`src/rtl/memory_arbiter.sv`:
```
// Two-port memory arbiter: data accesses win over instruction fetch, a streak
// limit bounds fetch starvation, and responses return one cycle later to the port that owned the transfer.
module memory_arbiter #(
   parameter int unsigned MAX_STREAK = 4
) (
   input  logic        clk,
   input  logic        reset,
   // instruction-fetch port
   input  logic        i_req,
   input  logic [31:0] i_addr,
   input  logic [1:0]  i_prot,
   output logic        i_gnt,
   output logic        i_rvalid,
   output logic [31:0] i_rdata,
   output logic        i_abort,
   // load/store data port
   input  logic        d_req,
   input  logic [31:0] d_addr,
   input  logic [31:0] d_wdata,
   input  logic        d_write,
   input  logic [1:0]  d_size,
   input  logic [1:0]  d_prot,
   output logic        d_gnt,
   output logic        d_rvalid,
   output logic [31:0] d_rdata,
   output logic        d_abort,
   // memory bus
   output logic [31:0] mem_addr,
   output logic [31:0] mem_wdata,
   output logic        mem_write,
   output logic [1:0]  mem_size,
   output logic [1:0]  mem_prot,
   output logic [1:0]  mem_trans,
   input  logic [31:0] mem_rdata,
   input  logic        mem_abort
);

   localparam logic [3:0] STREAK_LIMIT = 4'(MAX_STREAK);

   typedef enum logic [1:0] {
      OWN_NONE = 2'b00,
      OWN_I    = 2'b01,
      OWN_D    = 2'b10
   } owner_t;

   typedef enum logic [1:0] {
      TR_IDLE = 2'b00,
      TR_NSEQ = 2'b10,
      TR_SEQ  = 2'b11
   } trans_t;

   owner_t      owner, owner_next;
   logic [3:0]  streak, streak_next;

   logic        prev_valid;
   logic        prev_is_d;
   logic        prev_write;
   logic [31:0] prev_addr;

   logic        grant_i, grant_d;
   logic [31:0] bus_addr, bus_wdata;
   logic        bus_write;
   logic [1:0]  bus_size, bus_prot;
   trans_t      bus_trans;
   logic        seq_hit;

   // Arbitration: data first unless the fetch has waited out the streak limit.
   always_comb begin
      grant_i = 1'b0;
      grant_d = 1'b0;
      if (!reset) begin
         if (d_req && (!i_req || streak != STREAK_LIMIT)) begin
            grant_d = 1'b1;
         end else if (i_req) begin
            grant_i = 1'b1;
         end
      end
   end

   always_comb begin
      streak_next = streak;
      if (grant_i || !i_req) begin
         streak_next = '0;
      end else if (grant_d && streak != STREAK_LIMIT) begin
         streak_next = streak + 4'd1;
      end
   end

   always_comb begin
      bus_addr  = '0;
      bus_wdata = '0;
      bus_write = 1'b0;
      bus_size  = '0;
      bus_prot  = '0;
      if (grant_d) begin
         bus_addr  = d_addr;
         bus_wdata = d_wdata;
         bus_write = d_write;
         bus_size  = d_size;
         bus_prot  = d_prot;
      end else if (grant_i) begin
         bus_addr  = i_addr;
         bus_size  = 2'b10;
         bus_prot  = i_prot;
      end
   end

   // The all-ones check keeps the 32-bit wrap to zero from counting as sequential.
   always_comb begin
      seq_hit = prev_valid
             && (prev_is_d == grant_d)
             && (prev_write == bus_write)
             && (prev_addr != '1)
             && (bus_addr == prev_addr + 32'd1);
      bus_trans = TR_IDLE;
      if (grant_i || grant_d) begin
         bus_trans = seq_hit ? TR_SEQ : TR_NSEQ;
      end
   end

   always_comb begin
      owner_next = OWN_NONE;
      if (grant_d) begin
         owner_next = OWN_D;
      end else if (grant_i) begin
         owner_next = OWN_I;
      end
   end

   always_ff @(posedge clk) begin
      if (reset) begin
         owner      <= OWN_NONE;
         streak     <= '0;
         prev_valid <= 1'b0;
         prev_is_d  <= 1'b0;
         prev_write <= 1'b0;
         prev_addr  <= '0;
      end else begin
         owner      <= owner_next;
         streak     <= streak_next;
         prev_valid <= grant_i | grant_d;
         prev_is_d  <= grant_d;
         prev_write <= bus_write;
         prev_addr  <= bus_addr;
      end
   end

   assign i_gnt     = grant_i;
   assign d_gnt     = grant_d;
   assign mem_addr  = bus_addr;
   assign mem_wdata = bus_wdata;
   assign mem_write = bus_write;
   assign mem_size  = bus_size;
   assign mem_prot  = bus_prot;
   assign mem_trans = bus_trans;

   // Reset gating here drops the response of a transfer granted just before reset.
   always_comb begin
      i_rvalid = (owner == OWN_I) && !reset;
      d_rvalid = (owner == OWN_D) && !reset;
      i_rdata  = i_rvalid ? mem_rdata : '0;
      i_abort  = i_rvalid ? mem_abort : 1'b0;
      d_rdata  = d_rvalid ? mem_rdata : '0;
      d_abort  = d_rvalid ? mem_abort : 1'b0;
   end

endmodule

```
`config.mk`:
```
export PLATFORM = sky130hd
export DESIGN_NAME = memory_arbiter
export DESIGN_NICKNAME = d
export VERILOG_FILES = /design/src/rtl/memory_arbiter.sv
export SDC_FILE = /design/constraint.sdc
export NUM_CORES = 1
export LEC_CHECK = 0
export ABC_AREA = 1
export CAP_MARGIN = 5
export CORE_ASPECT_RATIO = 0.5
export CORE_UTILIZATION = 30
export CTS_CLUSTER_SIZE = 8
export DETAILED_ROUTE_END_ITERATION = 10
export PLACE_DENSITY = 0.7
export SLEW_MARGIN = 25
export SYNTH_ARGS = -nofsm -noshare
export SYNTH_HDL_FRONTEND = slang
export SYNTH_SLANG_ARGS = --single-unit
export TNS_END_PERCENT = 30
```
`constraint.sdc`:
```
create_clock -name clk -period 3.2 [get_ports clk]
set_clock_uncertainty 0.2 [all_clocks]
set_input_delay 0.64 -clock clk [delete_from_list [all_inputs] [get_ports clk]]
set_output_delay 0.64 -clock clk [all_outputs]
set_load 0.005 [all_outputs]
```
Word level (Yosys, flattened, before mapping)
Cells that the tools add are included.
Word-level totals
  register bits after elaboration: 41
  input bits: 140
  output and inout port bits: 141
  word-level logic and storage cells: 53
Cells by class
  equal/unequal tests: 7
  reduce and logical (&&, ||, !) cells: 15
  add/subtract/negate cells: 2
  muxes and demuxes: 21
  bitwise logic cells: 1
Operators with widths (number)
  $mux 32: 5
  $add 32x1->32 const B: 1
  $eq 32x32->1: 1
  $ne 32x32->1 const B: 1
  $mux 2: 6
  $mux 1: 10
  $logic_and 1x1->1: 8
  $add 4x1->4 const B: 1
  $ne 4x3->1 const B: 1
  $reduce_or 2->1: 2
  $logic_or 1x1->1: 3
  $eq 1x1->1: 2
  $eq 2x1->1 const B: 1
  $eq 2x2->1 const B: 1
  $logic_not 1->1: 2
  $or 1x1->1: 1

Logic depth before layout (Yosys ltp)
Gate-level depths: netlist of the first run.
  depth after elaboration: 12
  depth in mapped cells: 15
  mapped depth without buffers: 15

Worst setup path after synthesis of the first run
Ideal clock, no wire load.
  kind: reg2out
  from: register streak[0]
  to: output port mem_trans[0]
  path buffers: 1
  required time: 2.360 ns
  arrival: 1.821 ns
  cell stages (with the launch flop): 13
  path slack: 0.539 ns
  cell sequence: dfxtp_1 -> inv_1 -> ha_1 -> nand4_4 -> nand3_4 -> buf_2 -> o22ai_1 -> inv_1 -> nand3_1 -> nand2_1 -> nor2_1 -> nand3_1 -> nor2_1
Between the ends
  elaborated cells between the ends (all ways): 20
  those cells by class: 4 x eq/ne; 9 x mux; 7 x reduce/logical
RTL lines
  from (decl): line 53  | logic [3:0] streak, streak_next;
  from (signal assigned): line 140  | streak <= streak_next;
  $ne 4x3->1 *: line 72  | if (d_req && (!i_req || streak != STREAK_LIMIT)) begin
  $logic_or 1x1->1 *: line 72
  $logic_and 1x1->1 *: line 72
  $mux 1: line 72
  $mux 1: line 71  | if (!reset) begin
  $mux 32: line 101  | end else if (grant_i) begin
  $mux 32 *: line 95  | if (grant_d) begin
  net mem_addr[31]: line 28  | output logic [31:0] mem_addr,
  $eq 32x32->1 *: line 114  | && (bus_addr == prev_addr + 32'd1);
  $logic_and 1x1->1 *: line 114
  $mux 1 *: line 117  | bus_trans = seq_hit ? TR_SEQ : TR_NSEQ;
  $mux 2 *: line 116  | if (grant_i || grant_d) begin
  to (decl): line 33  | output logic [1:0] mem_trans,
Mark *: on every way through the listed nets, which the timed path passes. The rest lies on a longest branch.

Worst setup path in the final report of the first run
  from: register streak[0]
  to: output port mem_trans[0]
Between the ends
  longest elaborated chain between the ends: 12
  elaborated cells between the ends (all ways): 20
  those cells by class: 4 x eq/ne; 9 x mux; 7 x reduce/logical
RTL lines (line)
  $ne 4x3->1 *: 72
  $logic_or 1x1->1 *: 72
  $logic_and 1x1->1 *: 72
  branches (longest 8 deep; another with $mux 32)
  $mux 2 *: 116
Mark *: on every way between the ends.

==> impl_metrics.py, run 1 <==
metrics = {
    "timing": {
        "min_period_over_period_pct": 101,
        "slew_violations": 0,
        "setup_viol": 1,
        "worst_pin_slew_ns": 0.379,
        "rsz0062_at_grt": "true",
        "hold_viol": 0,
        "fmax_mhz": 308,
        "maxSlewHeadroom_pct": 74.5,
        "fin_crit_ns": 3.24,
        "fin_ws_ns": -0.0433,
    },
    "drt": {
        "drc": 0,
        "routed_via_density": 4.72,
        "drt-wirelength-per-cell_um": 15.0,
        "drt_iter0_drc": 519,
        "vias": 6390,
        "drt_pre_antenna_iters": 5,
        "drt-total-wl_um": 20300,
        "final_antenna_net_count": 0,
    },
    "cts": {
        "path_clk_slew_ns": 0.07,
        "clkLatencyLatePin_ns": 0.29,
        "cts_hold_buffers": 0,
        "cts.sinks": 40,
        "cts_tree": "done",
        "htree_levels": 2,
        "clk_path_buf_depth": 2,
        "cts_root_buf": "clkbuf_16",
        "numCtsBuffers": 5,
    },
    "synthesis": {
        "ys_seq_elements": 40,
        "synth_nets": 931,
        "yosysSeqAreaShare_pct": 19.3,
        "synth_cells": 788,
        "syn_area_sq_mm": 0.00415,
        "avgSynthCellArea_sq_um": 5.27,
        "yosys_warnings": 0,
        "yosysUniqueCellTypes": 34,
    },
    "final_layout": {
        "syn_to_final_growth_pct": 105,
        "nNetsFinal": 1327,
        "final_common_cell": "clkdlybuf4s50_1",
        "multiInputGateArea_sq_mm": 0.00287,
        "n_fill_cell": 1167,
        "final_cell_mix": "clkdlybuf4s50_1, nand2_1, nor2_1, inv_1, buf_4",
        "diodes": 0,
        "fin_util_pct": 65.1,
        "final_cell_count_no_fill": 1355,
        "drive_gt1_share_pct": 19.0,
        "register_area_sq_um": 805,
    },
    "worst_setup_path": {
        "slowest_stage": "dfxtp_2",
        "reg2reg_depth": 13,
        "path_class": "reg -> out",
        "path_cells": "inv_2 > ha_4 > nand4_4 > buf_6 > nand2_4 > nand3_2 > o211ai_1 > nand2_1 > nor2_2 > nand2_1 > nor2_1 > nand3_1 > nor2_2 > buf_2",
        "cp-end-kind": "output port",
        "r2r-start": "streak[0]$_SDFFE_PP0P_",
        "worstPathArrival_ns": 2.40,
        "critPathRequiredTime_ns": 2.36,
        "path_max_fanout": 6,
        "slowest_delay_ns": 0.32,
        "ff2ff_setup_slack_ns": 1.09,
        "reg2reg_to": "streak[2]$_SDFFE_PP0P_",
        "crit_path_start_kind": "flip-flop",
    },
    "floorplan": {
        "start_util_pct": 31.8,
        "core_sq_mm": 0.0131,
        "die_w_um": 168,
        "ios": 281,
        "dieHeight_um": 85.2,
        "rows": 29,
        "dieArea_sq_mm": 0.0143,
    },
    "placed_design": {
        "dp.cells": 1326,
        "place.gp.congestion": 0.982,
        "port_buffers": 280,
        "dp_hpwl_um": 15800,
    },
    "power_and_ir_drop": {
        "leakagePower_nw": 4.14,
        "power.density_mw_per_mm2": 224,
        "ir_drop_mv": 0.200,
    },
    "global_routing": {
        "grt_pass1_wl_um": 30800,
        "antenna_found_initial": 0,
        "track_usage_pct": 27.1,
        "grt_pass1_vias": 5955,
        "grt_max_degree": 35,
        "grt_overflow": 0,
    },
    "min_path": {
        "hold_class": "reg -> reg",
        "hold_depth": 2,
        "hold_path_end": "streak[3]$_SDFFE_PP0P_",
        "hold_start": "streak[3]$_SDFFE_PP0P_",
    },
    "run_status": {
        "violations": "setup timing",
        "status": "complete, but fails checks",
    },
    "job": {
        "drv_cap": 0,
    },
}
critical path: cells and delay by family (launching register included):
kind,cells,cell delay [ns]
buf+inv,3,0.40
simple gates,9,1.08
flops,1,0.32
fa+ha+maj,1,0.15
compound gates,1,0.15
final cells by class:
type	instances	share of cell area, %
Sequential cell	40	9.46
Timing Repair Buffer	409	45.4
Tap cell	170	2.50
Multi-Input combinational cell	572	33.7
Clock buffer	5	1.47
Clock inverter	3	0.500
Inverter	156	6.97
report_power, final:
| part | switching (W) | total (W) | internal (W) |
|---|---|---|---|
| logic | 0.000317 | 0.000744 | 0.000427 |
| clock network | 0.000231 | 0.000598 | 0.000367 |
| registers | 0.0000353 | 0.000562 | 0.000527 |
flip-flops by register name, summed over array words and instances, names as in the netlist:
name,flops
prev_write,1
owner,2
prev_addr,32
prev_valid,1
streak,4
routing by layer:
layer  vias up  GRT usage, %  part of all wire [%]
met5         -             0                     0
met4         0          7.19                   2.7
met3        46          4.76                   8.2
met2       297          44.3                    46
met1      2852          36.9                    43
li1       3195             -                     -
cell families (layout without fill, tap and decap cells):
group	after synthesis	in the layout	synth area share [%]
adders and majority gates	3	3	0.904
xor gates and xnor gates	9	9	1.90
AOI/OAI and AO/OA	38	38	5.39
buffers and inverters	178	573	17.9
DFF	40	40	19.3
and+or+nand+nor	520	522	54.6
how the worst max path moves through the flow:
| stage | start | endpoint |
|---|---|---|
| after detailed placement | i_req | mem_trans[0] |
| after CTS | streak[1]$_SDFFE_PP0P_ | mem_trans[0] |
| after global placement | i_req | mem_trans[0] |
| final | streak[0]$_SDFFE_PP0P_ | mem_trans[0] |
| after global routing | prev_addr[1]$_SDFF_PP0_ | mem_trans[0] |
| after floorplan | streak[0]$_SDFFE_PP0P_ | mem_trans[0] |
Yosys cell counts:
master    instances  area [sq um]
inv_1           153           574
o211ai_1          3          22.5
nor3_1            7          35.0
buf_4             3          22.5
clkbuf_1          7          26.3
a22o_1            2          17.5
and2_1            1          6.26
clkbuf_8          3          41.3
o21bai_1          1          7.51
xor2_1            7          61.3
o22ai_1           4          25.0
o21ai_2           3          26.3
nand3_1          73           365
nand2_2          13          81.3
nand3b_1          8          60.1
nand2_1         218           818
nand4_1          25           156
nand2_4           2          22.5
buf_2             5          25.0
buf_8             1          15.0
nor2_2            4          25.0
nor2_4            4          45.0
o21ai_0          22           110
ha_1              3          37.5
dfxtp_1          40           801
nor2_1          163           612
a21oi_1           3          15.0
buf_1             1          3.75
nand3_4           1          17.5
buf_6             2          22.5
nand4_4           1          21.3
inv_4             1          6.26
inv_2             2          7.51
xnor2_1           2          17.5
metrics by stage:
step	area [sq um]	setup slack (ns)	power [W]	hold slack (ns)	setup TNS [ns]
2_1_floorplan	4150	0.539	0.000807	0.262	0
3_3_place_gp	7900	-0.766	0.00125	0.324	-11.86
3_5_place_dp	7900	-0.809	0.00125	0.333	-13.08
4_1_cts	8270	-0.0867	0.00187	0.355	-0.0867
5_1_grt	8500	-0.173	0.00199	0.420	-0.200
6_report	8500	-0.0433	0.00190	0.350	-0.0433
timing repair:
item	in CTS	in global routing
gates resized for setup	36	62
hold endpoints to repair	0	0
gates cloned	3	1
pin swaps	11	28
buffers inserted	10	12
setup endpoints to repair	98	47
(Power assumes the default switching activity.)
==> inputs of run 2 (changes only) <==
--- a/config.mk
+++ b/config.mk
@@ -11,7 +11,9 @@
 export CORE_UTILIZATION = 30
 export CTS_CLUSTER_SIZE = 8
 export DETAILED_ROUTE_END_ITERATION = 10
+export HOLD_SLACK_MARGIN = 0.03
 export PLACE_DENSITY = 0.7
+export SETUP_SLACK_MARGIN = 0.2
 export SLEW_MARGIN = 25
 export SYNTH_ARGS = -nofsm -noshare
 export SYNTH_HDL_FRONTEND = slang
==> impl_metrics.py, run 2 (same netlist as run 1, synthesis figures left out) <==
metrics = {
    "run_status": {
        "status": "complete, but fails checks",
        "violations": "setup timing",
    },
    "cts": {
        "cts_root_buf": "clkbuf_16",
        "cts_tree": "done",
        "cts.sinks": 40,
        "clk_path_buf_depth": 2,
        "path_clk_slew_ns": 0.07,
        "clkLatencyLatePin_ns": 0.29,
        "htree_levels": 2,
        "numCtsBuffers": 5,
    },
    "worst_setup_path": {
        "path_max_fanout": 8,
        "path_class": "reg -> out",
        "cp-end-kind": "output port",
        "path_cells": "inv_2 > ha_4 > nand4_4 > buf_12 > nand3_4 > buf_6 > buf_12 > nand2_4 > nand2_2 > nor2_2 > nand3_2 > nor2_2 > nand2_1 > nor2_2 > nand3_1 > nor2_2 > buf_2",
        "worstPathArrival_ns": 2.44,
        "crit_start": "streak[0]$_SDFFE_PP0P_",
        "slowest_delay_ns": 0.33,
        "slowest_stage": "dfxtp_2",
        "r2r-start": "streak[0]$_SDFFE_PP0P_",
        "crit_path_start_kind": "flip-flop",
        "critPathRequiredTime_ns": 2.36,
        "cp_common_cell": "nor2_2",
    },
    "timing": {
        "slew_violations": 0,
        "rsz0062_at_grt": "true",
        "hold_viol": 0,
        "setup_viol": 2,
        "worst_pin_slew_ns": 0.358,
        "fmax_mhz": 305,
        "fin_ws_ns": -0.0780,
        "maxSlewHeadroom_pct": 76.0,
        "min_period_over_period_pct": 102,
        "fin_hold_ws_ns": 0.350,
        "fin_crit_ns": 3.28,
    },
    "final_layout": {
        "reg_top3": "prev_addr x32, streak x4, owner x2",
        "nNetsFinal": 1339,
        "diodes": 0,
        "drive_gt1_share_pct": 22.6,
        "final_cell_mix": "clkdlybuf4s50_1, nand2_1, inv_1, nor2_1, buf_4",
        "final_common_cell": "clkdlybuf4s50_1",
        "largest_register": "prev_addr",
        "n_fill_cell": 1109,
        "largest_register_ffs": 32,
        "syn_to_final_growth_pct": 113,
    },
    "placed_design": {
        "dp_hpwl_um": 15800,
        "place.gp.congestion": 0.982,
        "post-place-ws_ns": -0.809,
        "port_buffers": 280,
    },
    "power_and_ir_drop": {
        "leakagePower_nw": 4.63,
        "power.density_mw_per_mm2": 219,
        "ir_drop_mv": 0.201,
    },
    "global_routing": {
        "grt_pass1_wl_um": 31000,
        "grt_pass1_vias": 6027,
        "grt_overflow": 0,
        "antenna_found_initial": 1,
        "grt_max_degree": 35,
        "track_usage_pct": 27.3,
    },
    "drt": {
        "drt-total-wl_um": 21000,
        "drt_iter0_drc": 434,
        "routed_via_density": 4.75,
        "drt_pre_antenna_iters": 5,
        "final_antenna_net_count": 0,
        "drt-wirelength-per-cell_um": 15.4,
        "vias": 6487,
        "drc": 0,
    },
    "min_path": {
        "hold_class": "reg -> reg",
        "hold_start": "streak[3]$_SDFFE_PP0P_",
    },
    "floorplan": {
        "ios": 281,
        "rows": 29,
        "dieArea_sq_mm": 0.0143,
        "start_util_pct": 31.8,
        "core_sq_mm": 0.0131,
        "dieHeight_um": 85.2,
        "die_w_um": 168,
    },
    "job": {
        "drv_cap": 0,
    },
}
-- run 2: cell count changes in the layout (fill, tap and decap cells not counted), sizes merged --
cell,delta
clkdlybuf4s50,-41
dlymetal6s2s,+19
buf,+16
dlygate4sd2,+13
clkbuf,+4
clkdlybuf4s15,+1
-- run 2: power breakdown --
group          leakage (nW)  switching, W  internal, W  total, W
clock network        0.0798      0.000233     0.000367  0.000600
logic                  4.22      0.000335     0.000440  0.000775
registers             0.333     0.0000365     0.000526  0.000563
total                  4.63      0.000604      0.00133   0.00194
-- run 2: cell type report --
class	instances	area (sq um)	area share, %
clock buffer	5	125	1.42
inverter	156	596	6.74
multi-input combinational	572	2990	33.8
timing repair buffer	421	4070	46.0
clock inverter	3	42.5	0.481
sequential	40	810	9.16
tap	170	213	2.41
-- run 2: path summary, 6_finish.rpt --
path | end | slack (ns) | cells past startpoint
worst max register to register | streak[2]$_SDFFE_PP0P_ | 0.99 | 15
worst max-delay path | mem_trans[0] | -0.08 | 17
worst min-delay path | streak[3]$_SDFFE_PP0P_ | 0.35 | 2
worst min register to register | streak[3]$_SDFFE_PP0P_ | 0.35 | 2
-- run 2: routing by layer --
layer  global-route usage [%]  vias to the layer above  share of wire, %
met1                     36.6                     2905                42
li1                         -                     3219                 -
met5                        0                        -             0.062
met3                     4.90                       58               9.0
met4                     7.60                        2               2.8
met2                     45.1                      303                46
-- run 2: metrics by stage --
step	setup TNS, ns	util [%]	power, W	cells	cell area (sq um)
floorplan	0	-	0.000807	788	4150
global placement	-11.86	60.5	0.00125	1326	7900
detailed placement	-13.08	60.5	0.00125	1326	7900
CTS	-0.128	63.8	0.00188	1349	8330
global route	-0.409	67.6	0.00202	1367	8840
finish	-0.0843	67.6	0.00194	1367	8840
-- run 2: repair_timing --
item,4_1_cts,5_1_grt
gates resized for setup,78,108
setup endpoints to repair,140,104
hold endpoints to repair,0,0
hold buffers,0,0
setup buffers,12,15
gates cloned,3,3
pin swaps,30,37
-- run 2: worst max-delay path, delay by kind of cell, from the launching register on --
| family | cells | cell delay [ns] |
|---|---|---|
| flops | 1 | 0.33 |
| buf+inv | 5 | 0.59 |
| fa+ha+maj | 1 | 0.16 |
| simple gates | 11 | 1.05 |
==> inputs of run 3 (changes only) <==
--- a/config.mk
+++ b/config.mk
@@ -6,7 +6,6 @@
 export NUM_CORES = 1
 export LEC_CHECK = 0
 export ABC_AREA = 1
-export CAP_MARGIN = 5
 export CORE_ASPECT_RATIO = 0.5
 export CORE_UTILIZATION = 30
 export CTS_CLUSTER_SIZE = 8
==> results of run 3 <==
Same layout as run 2: the final DEF is identical, and so are final timing and power.
